==> src/rtl/hazard_ctrl.sv <==
// hazard_ctrl: pipeline hazard/forwarding control; optional PC-write tracking under HAZ_PCWRITE_EN
module hazard_ctrl #(
  parameter int CNTW = 16
) (
  input  logic            CLK,
  input  logic            RST,
  input  logic [3:0]      RA1D,
  input  logic [3:0]      RA2D,
  input  logic [3:0]      WA3D,
  input  logic            RegWriteD,
  input  logic            MemtoRegD,
  input  logic            BranchTakenE,
  output logic            StallF,
  output logic            StallD,
  output logic            FlushD,
  output logic            FlushE,
  output logic [1:0]      ForwardAE,
  output logic [1:0]      ForwardBE,
  output logic [CNTW-1:0] LdStallCnt
);
  logic [3:0] ra1_e, ra2_e, wa3_e, wa3_m, wa3_w;
  logic       rw_e, rw_m, rw_w, mtr_e, mtr_m;
  logic       ld_use, pc_wr_pend;
  logic       m_ok, a_m, b_m, a_w, b_w;
`ifdef HAZ_PCWRITE_EN
  assign pc_wr_pend = (RegWriteD & WA3D == 4'd15) | (rw_e & wa3_e == 4'd15) | (rw_m & wa3_m == 4'd15);
`else
  assign pc_wr_pend = 1'b0;
`endif
  assign ld_use = mtr_e & rw_e & (wa3_e == RA1D | wa3_e == RA2D);
  // a load in M has no data yet, so only ALU results forward from M
  assign m_ok = rw_m & ~mtr_m;
  assign a_m  = m_ok & wa3_m == ra1_e & ra1_e != 4'd15;
  assign b_m  = m_ok & wa3_m == ra2_e & ra2_e != 4'd15;
  assign a_w  = rw_w & wa3_w == ra1_e & ra1_e != 4'd15;
  assign b_w  = rw_w & wa3_w == ra2_e & ra2_e != 4'd15;
  always_comb begin
    ForwardAE = a_m ? 2'b10 : a_w ? 2'b01 : 2'b00;
    ForwardBE = b_m ? 2'b10 : b_w ? 2'b01 : 2'b00;
    StallF    = ~BranchTakenE & (ld_use | pc_wr_pend);
    StallD    = ~BranchTakenE & ld_use;
    FlushD    = BranchTakenE | pc_wr_pend;
    FlushE    = BranchTakenE | ld_use;
  end
  always_ff @(posedge CLK) begin
    if (RST | FlushE) begin
      ra1_e <= '0;
      ra2_e <= '0;
      wa3_e <= '0;
      rw_e  <= 1'b0;
      mtr_e <= 1'b0;
    end else begin
      ra1_e <= RA1D;
      ra2_e <= RA2D;
      wa3_e <= WA3D;
      rw_e  <= RegWriteD;
      mtr_e <= MemtoRegD;
    end
    if (RST) begin
      wa3_m      <= '0;
      rw_m       <= 1'b0;
      mtr_m      <= 1'b0;
      wa3_w      <= '0;
      rw_w       <= 1'b0;
      LdStallCnt <= '0;
    end else begin
      wa3_m <= wa3_e;
      rw_m  <= rw_e;
      mtr_m <= mtr_e;
      wa3_w <= wa3_m;
      rw_w  <= rw_m;
      if (ld_use & ~BranchTakenE & ~&LdStallCnt) LdStallCnt <= LdStallCnt + 1'b1;
    end
  end
endmodule

==> config.mk <==
export PLATFORM = sky130hd
export DESIGN_NAME = hazard_ctrl
export DESIGN_NICKNAME = d
export VERILOG_FILES = /design/src/rtl/hazard_ctrl.sv
export SDC_FILE = /design/constraint.sdc
export NUM_CORES = 1
export LEC_CHECK = 0
export ABC_AREA = 1
export ABC_CLOCK_PERIOD_IN_PS = 1450
export CAP_MARGIN = 20
export CORE_MARGIN = 3
export CORE_UTILIZATION = 46
export DETAILED_ROUTE_END_ITERATION = 12
export GPL_ROUTABILITY_DRIVEN = 0
export PLACE_DENSITY = 0.82
export SKIP_CTS_REPAIR_TIMING = 1
export SYNTH_ARGS = -nofsm -noshare
export SYNTH_HDL_FRONTEND = slang
export SYNTH_SLANG_ARGS = --single-unit
==> constraint.sdc <==
create_clock -name CLK -period 1.45 [get_ports CLK]
set_input_delay 0.2175 -clock CLK [delete_from_list [all_inputs] [get_ports CLK]]
set_output_delay 0.2175 -clock CLK [all_outputs]
set_load 0.03 [all_outputs]
Word-level counts from Yosys, hierarchy flattened
Cells that the tools add are included.
- register bits: 41
- logic and storage cells: 44
- output and inout port bits: 24
- input port bits: 17
- reduce and logical (&&, ||, !) cells: 2
- bitwise logic cells: 18
- muxes and demuxes: 4
- $add $sub $neg: 1
- equality and inequality tests: 8
- operators with widths (operator ; number):
    $eq A4 B4 Y1 ; 6
    $add A16 B1 Y16 const B ; 1
    $reduce_and A16 Y1 ; 1
    $and A1 B1 Y1 ; 13
    $ne A4 B4 Y1 const B ; 2
    $mux W2 ; 2
    $or A1 B1 Y1 ; 3
    $mux W1 ; 2
    $not A1 Y1 ; 2
    $logic_not A1 Y1 ; 1

Longest topological paths before layout
Gate-level depths: netlist (run 1).
- depth after elaboration: 5
- depth in mapped cells: 12
- mapped depth without buffers: 11

Worst setup path before layout (run 1)
Ideal clock, no wire load.
- kind: flip-flop to flip-flop
- start: reg LdStallCnt[1]
- end: reg LdStallCnt[6]
- required time: 1.336 ns
- buffers on the path: 1
- period minus slack after synthesis: 1.690 ns
- setup time: 0.114 ns
- arrival time: 1.576 ns
- cell stages (with the launch flop): 10
- setup slack: -0.240 ns
- cells stage by stage: dfxtp_1 > ha_1 > nand2_1 > nor2_2 > nand4_1 > buf_4 > nand3b_1 > nor2_2 > nor2_1 > nor2_2
- longest elaborated chain between the ends: 3
- elaborated cells on any way between the ends: 4
- those cells by class: add/sub (1); bitwise (1); reduce/logical (2)
- ends and longest elaborated chain (item ; RTL line ; text):
    start, declared ; 19 ; output logic [CNTW-1:0] LdStallCnt
    start signal, assigned ; 72 ; if (ld_use & ~BranchTakenE & ~&LdStallCnt) LdStallCnt <= LdStallCnt + 1'b1;
    branches (longest 3 deep; another with $add A16 B1 Y16) ; n/a ;
Several ways; the timed one is not identified.
A chain may end at the register's enable or synchronous reset.

Final worst setup path (run 1)
- start: reg rw_m
- end: out ForwardAE[1]
- longest elaborated chain between the ends: 4
- ends and longest elaborated chain (item ; RTL line ; text):
    start, declared ; 22 ; logic rw_e, rw_m, rw_w, mtr_e, mtr_m;
    start signal, assigned ; 68 ; rw_m <= rw_e;
    $and A1 B1 Y1 ; 32 ; assign m_ok = rw_m & ~mtr_m;
    $and A1 B1 Y1 (2 in a row) ; 33 ; assign a_m = m_ok & wa3_m == ra1_e & ra1_e != 4'd15;
    $mux W2 ; 38 ; ForwardAE = a_m ? 2'b10 : a_w ? 2'b01 : 2'b00;
    end, declared ; 17 ; output logic [1:0] ForwardAE,
No other way between the ends.

==> flow_summary_export.csv, run 1 <==
group,metric,value,unit
routing,vias_per_cell,5.145,
final_layout,nets,401,
cts,clkLatencyLatePin,0.30,ns
timing,finalCriticalPeriod,1.786,ns
cts,cts_made_buffers,5,
global_route,grt_remaining_overflow,0,
floorplanning,die_y,72.22,um
worst_setup_path,critical_path.cell_chain,"inv_2 -> or2_4 -> a21oi_2 -> nand3_1 -> nor3_2 -> buf_4 -> buf_6",
final_layout,stdcell_count,434,
floorplanning,start_util,49.01,%
floorplanning,die_area,5215,sq um
global_route,grt_usage,19.11,%
timing,period_share,123.2,%
global_route,grt_pass1_wl,7.990,mm
logic_synthesis,yosysWarnings,0,
routing,wirelength,6.319,mm
place,placed_cell_area,2696,sq um
cts,clkTransAtPathRegs,0.08,ns
timing,drv_slew,0,
logic_synthesis,synth_xor_area_share,4.777,%
timing,hold-worst-slack,0.3116,ns
floorplanning,row_count,23,
timing,max_slew_margin,76.80,%
final_layout,layout-drive-gt1-share,33.59,%
worst_setup_path,critPathRequiredTime,1.23,ns
worst_setup_path,crit_path_end_kind,"output port",
logic_synthesis,synth-simple-area-share,40.14,%
worst_setup_path,critPathTopFamily,"simple AND/OR/NAND/NOR gates",
logic_synthesis,ys_seq_area_share,40.69,%
logic_synthesis,synth-edff-count,0,
floorplanning,io_pins,41,
worst_setup_path,cp.arrival,1.57,ns
global_route,grt_pass1_vias,1878,
worst_setup_path,crit_buf_inv,3,
logic_synthesis,synth_flop_cell,"dfxtp_1",
logic_synthesis,synth_nets,319,
floorplanning,die_w,72.22,um
cts,cts_tree,"built",
pwr,p_leak,0.001743,uW
run_status,outcome,"complete, but fails checks",
worst_setup_path,crit_type,"reg2out",
place,hpwl,3.573,mm
worst_setup_path,worstPathMaxFanout,2,
logic_synthesis,synthArstFlopShare,0,%
hold_path,min-delay-path-class,"in2reg",
place,placed_cells,411,
logic_synthesis,ys_top_cells_by_area,"dfxtp_1 (41%), nand2_1 (15%), nor2_1 (13%)",
final_layout,stdcell_area,3197,sq um
logic_synthesis,synth_mux_area_share,0,%
timing,max_freq,559.8,MHz
worst_setup_path,slowest_delay,0.33,ns
timing,fin_ws,-0.3362,ns
cts,cts_sinks,41,
pwr,powerDensity,766.7,nW/um^2
logic_synthesis,ys_types,24,
cts,cts-root-buf,"clkbuf_8",
timing,setup_viol,20,
run_status,violations,"setup timing",
final_layout,utilization,77.68,%
logic_synthesis,synth-adder-area-share,0.6203,%
pwr,fin_total_pwr,2451,uW
worst_setup_path,critPathSlowestCell,"dfxtp_2",
routing,ant_nets,0,
routing,avgRoutedWirePerCell,14.56,um
place,port_buffers,40,
routing,vias,2233,
global_route,antenna_found_initial,0,
routing,drc,0,
logic_synthesis,synthCells,301,
logic_synthesis,avgSynthCellArea,6.701,sq um
cts,cts_htree_levels,2,
logic_synthesis,synth_compound_area_share,3.288,%
timing,rsz0062_at_grt,"yes",
logic_synthesis,synth_top_family_by_area,"simple AND/OR/NAND/NOR gates",
final_layout,diodes,0,
timing,skew,0.007698,ns
logic_synthesis,synth_area_leader_cell,"dfxtp_1",
worst_setup_path,cp-start-kind,"flip-flop",
final_layout,syn_to_final_growth,58.50,%
logic_synthesis,syn_area,2017,sq um
logic_synthesis,synth_top_cell_area_share,40.69,%
pwr,peakVddDrop,0.6050,mV
routing,dr.pass1.iters,4,
routing,drtIter0Drc,291,
timing,tightest_slew,0.3475,ns
floorplanning,coreArea,4115,sq um
cts,clk_path_buf_depth,2,
job,maxCapViolations,0,
timing,finalHoldViolations,0,
global_route,grt_max_degree,15,
logic_synthesis,ys_ff_latch,41,
[Yosys cell counts (2+ instances only)]
cell and count:
buf_4 6, dfxtp_1 41, nand3b_1 3, nor3_1 3, nor4_1 2, nand4_1 8, nand2_1 78, inv_2 4
nor2_2 14, o21ai_0 3, xor2_1 11, nor2_1 68, a21oi_1 5, nand3_2 2, inv_1 35, nand2_2 2
nand3_1 7, o22ai_1 3
[logic make-up (layout without fill, tap and decap cells)]
group | count (synthesis) | after routing
flops | 41 | 41
simple gates | 188 | 188
fa+ha+maj | 1 | 1
buf+inv | 48 | 131
compound gates | 12 | 12
xor+xnor | 11 | 11
[metrics by stage]
| stage | setup TNS [ns] | setup WS (ns) |
|---|---|---|
| global route | -7.437 | -0.4312 |
| detailed placement | -11.61 | -0.4799 |
| finish | -4.555 | -0.3362 |
| floorplan | -0.004322 | -0.004322 |
| global placement | -9.560 | -0.4138 |
| CTS | -6.093 | -0.8028 |
[layout by cell type, fill, tap and decap left out, types with 5 or more instances in the layout]
| master | instances |
|---|---|
| xor2_1 | 11 |
| dfxtp_1 | 20 |
| inv_2 | 5 |
| nor2_4 | 13 |
| dlymetal6s2s_1 | 23 |
| buf_4 | 34 |
| nor2_2 | 6 |
| clkbuf_8 | 5 |
| nor2_1 | 63 |
| nand3_1 | 6 |
| clkdlybuf4s50_1 | 9 |
| inv_1 | 33 |
| nand4_1 | 8 |
| nand2_1 | 69 |
| nand2_2 | 9 |
| dfxtp_2 | 19 |
| buf_6 | 14 |
[report_power, final]
group	internal (uW)	switching (uW)
Clock	615	411
Sequential	1140	19.9
Combinational	131	129
[state kept, by name, indices dropped and copies added, names as in the netlist]
signal      count
ra2_e           4
mtr_m           1
mtr_e           1
LdStallCnt     16
rw_w            1
ra1_e           4
rw_e            1
wa3_e           4
rw_m            1
wa3_m           4
wa3_w           4
[layout make-up]
type / count / area, sq um
multi-input combinational: 212 / 1147
fill: 264 / 918.4
timing repair buffer: 84 / 855.8
sequential: 41 / 852.1
inverter: 39 / 150.1
clock buffer: 6 / 93.84
tap: 50 / 62.56
clock inverter: 2 / 35.03
[layer usage]
layer  track usage, %  share of wire, %
met2            32.66                52
met5                0                 0
met3            5.263               6.1
met4            6.472               2.5
met1            23.02                40
[worst register-to-register path: cells and delay by family, from the launching register on]
kind,cells,cell delay [ns]
buffers and inverters,4,0.45
DFF,1,0.36
and+or+nand+nor,10,0.82
[worst paths after layout]
| kind | start | endpoint | slack [ns] | cells after the start |
|---|---|---|---|---|
| worst max-delay path | rw_m | ForwardAE[1] | -0.34 | 7 |
| worst min register to register | rw_e | rw_m | 0.44 | 2 |
| worst min-delay path | RA1D[1] | ra1_e[1] | 0.31 | 4 |
| worst max register to register | wa3_e[1] | LdStallCnt[7] | -0.28 | 14 |
No activity file was read; power rests on OpenSTA's default activity.
==> run 2: changes to the inputs <==
ABC_AREA = 0   (was 1)
ABC_CLOCK_PERIOD_IN_PS = 2300   (was 1450)
CORE_UTILIZATION = 54   (was 46)
MAX_ROUTING_LAYER = met4   (was not set)
PLACE_DENSITY = 0.9   (was 0.82)
clock period = 2.3 ns   (was 1.45 ns; I/O delays follow)
==> run 2 against run 1 <==
  * The run now ends clean
  * Combinational power fell by 54%
  * Die area fell by 19%
  * Cell area fell by 20%
  * Critical endpoint is now StallF
  * Clock skew rose by 0.0024 ns
  * Critical path type is now in2out
  * Hold slack got worse by 0.012 ns
  * Global-route usage rose by 1.4 points
  * Final cell count fell by 30%
  * Worst setup slack improved by 0.36 ns
  * Via count fell by 24%
  * Largest power group unchanged
  * Sequential share of layout area rose by 5.6 points
  * Clock-buffer cell count fell by 1
==> flow_summary_export.csv, run 2 <==
group,metric,value,unit
routing,vias_per_cell,5.596,
final_layout,fill_cells,194,
global_route,grt_pass1_wl,6.589,mm
place,placed_cell_area,2316,sq um
worst_setup_path,crit_path_end_kind,"output port",
worst_setup_path,crit_type,"in2out",
routing,drc,0,
pwr,p_leak,0.0009916,uW
worst_setup_path,critPathRequiredTime,1.96,ns
global_route,grt_max_degree,30,
final_layout,layout-drive-gt1-share,16.28,%
timing,finalCriticalPeriod,2.276,ns
hold_path,min-delay-path-class,"in2reg",
timing,fin_ws,0.02360,ns
floorplanning,die_area,4234,sq um
cts,clk_path_buf_depth,2,
timing,skew,0.01006,ns
final_layout,largest_reg_flops,16,
pwr,powerDensity,526.6,nW/um^2
global_route,grt_remaining_overflow,0,
final_layout,mostFrequentLayoutCells,"dfxtp_1 (40), clkdlybuf4s50_1 (30), buf_4 (17)",
logic_synthesis,synthArstFlopShare,0,%
timing,setup_viol,0,
timing,finalHoldViolations,0,
job,maxCapViolations,0,
cts,cts-root-buf,"clkbuf_4",
final_layout,stdcell_area,2545,sq um
cts,clkTransAtPathRegs,0.12,ns
place,place_ws,-0.2243,ns
logic_synthesis,ys_ff_latch,41,
pwr,switchingPower,324.5,uW
floorplanning,die_y,65.07,um
logic_synthesis,synth_top_cell_area_share,43.56,%
cts,cts_htree_levels,2,
logic_synthesis,ys_types,33,
logic_synthesis,syn_area,1884,sq um
routing,vias,1690,
global_route,grt_usage,20.53,%
worst_setup_path,reg2reg_depth,7,
routing,drtIter0Drc,127,
cts,cts_tree,"built",
floorplanning,row_count,20,
cts,clkLatencyLatePin,0.36,ns
floorplanning,coreArea,3178,sq um
timing,max_slew_margin,55.49,%
logic_synthesis,synthCells,205,
final_layout,regMostFlops,"LdStallCnt",
worst_setup_path,slowest_delay,0.45,ns
logic_synthesis,synth-edff-count,0,
timing,tightest_slew,0.6640,ns
routing,wirelength,4.684,mm
floorplanning,io_pins,41,
floorplanning,die_w,65.07,um
logic_synthesis,synth_common_cells,"dfxtp_1 (41), and2_1 (15), a21oi_1 (14), nor2b_1 (14), xor2_1 (13)",
final_layout,diodes,0,
final_layout,syn_to_final_growth,35.06,%
routing,ant_nets,0,
pwr,peakVddDrop,0.7818,mV
logic_synthesis,ys_top_cells_by_area,"dfxtp_1 (44%), xor2_1 (6.0%), and2_1 (5.0%)",
pwr,power.internal,1016,uW
place,port_buffers,40,
worst_setup_path,cp.arrival,1.93,ns
cts,cts_sinks,41,
timing,drv_slew,0,
cts,cts_made_buffers,5,
floorplanning,start_util,59.29,%
hold_path,worstHoldPathCells,2,
timing,period_share,98.97,%
global_route,antenna_found_initial,0,
worst_setup_path,critical_path.cell_chain,"clkdlybuf4s50_1 -> xor2_1 -> nor4_4 -> o21ai_4 -> buf_6 -> nor2_4 -> buf_6",
logic_synthesis,synth_nets,223,
routing,dr.pass1.iters,4,
pwr,p_sw_share,24.22,%
logic_synthesis,synth_flop_cell,"dfxtp_1",
pwr,p_comb_share,9.0,%
final_layout,nets,275,
pwr,power_frac_seq,55.2,%
logic_synthesis,synth_area_leader_cell,"dfxtp_1",
logic_synthesis,avgSynthCellArea,9.192,sq um
worst_setup_path,worstPathMaxFanout,8,
logic_synthesis,yosysWarnings,0,
pwr,clkPwrFrac,35.8,%
worst_setup_path,cp_common_cell,"buf_6",
routing,avgRoutedWirePerCell,15.51,um
final_layout,final_common_cell,"dfxtp_1",
worst_setup_path,critPathSlowestCell,"clkdlybuf4s50_1",
global_route,grt_pass1_vias,1463,
place,hpwl,2.758,mm
timing,max_freq,439.3,MHz
logic_synthesis,yosysMostFrequentCell,"dfxtp_1",
worst_setup_path,cp-start-kind,"input port",
logic_synthesis,ys_seq_area_share,43.56,%
run_status,outcome,"finished clean",
==> run 2: worst paths after layout <==
path / start / to / slack, ns
worst max register to register: wa3_e[2] / LdStallCnt[4] / 0.14
worst min register to register: rw_m / rw_w / 0.48
worst max-delay path: RA2D[0] / StallF / 0.02
worst min-delay path: RA1D[0] / ra1_e[0] / 0.30
==> run 2: layer usage <==
| metal | share of wire, % | GRT usage, % |
|---|---|---|
| met1 | 43 | 24.05 |
| met2 | 50 | 34.74 |
| met3 | 5.4 | 5.719 |
| met4 | 0.96 | 5.440 |
| met5 | 0 | - |
==> run 2: power by group through the flow <==
stage	Combinational [uW]	Clock, uW	Sequential [uW]
4_1_cts	113	484	739
3_5_place_dp	112	0	755
2_1_floorplan	68.2	0	750
5_1_grt	129	513	742
6_report	121	479	740
3_3_place_gp	110	0	754
==> run 2: area by class of cell <==
class / instances / area [sq um] / share of cell area, %
flip-flops and latches: 41 / 822.0 / 32.30
clock inverters: 3 / 46.29 / 1.819
well taps: 44 / 55.05 / 2.163
inverters: 4 / 15.01 / 0.5900
repair buffers: 57 / 549.3 / 21.58
clock buffers: 5 / 37.54 / 1.475
multi-input cells: 148 / 1020 / 40.07
==> run 2: logic make-up after synthesis <==
logic type	synth area share, %
xor gates and xnor gates	9.761
muxes	1.195
buffers and inverters	4.582
DFF	43.56
AOI/OAI and AO/OA	10.82
and+or+nand+nor	29.42
adders and majority gates	0.6639
==> run 2: critical path, delay by kind of cell <==
family | cells | cell delay (ns)
buffers and inverters | 3 | 0.75
AO/OA/AOI/OAI | 1 | 0.14
XOR/XNOR | 1 | 0.19
AND/OR/NAND/NOR | 2 | 0.50
==> run 2: per-stage QoR <==
stage / power (uW) / setup TNS [ns] / hold slack [ns] / utilization, % / cells
3_5_place_dp: 867.0 / -3.802 / 0.4514 / 72.87 / 284
4_1_cts: 1336 / -0.8219 / 0.4718 / 75.51 / 292
6_report: 1340 / 0 / 0.2994 / 80.08 / 302
5_1_grt: 1384 / -0.1370 / 0.2854 / 80.08 / 302
3_3_place_gp: 864.0 / -2.364 / 0.4514 / 72.87 / 284
2_1_floorplan: 818.7 / 0 / 0.4291 / - / 205
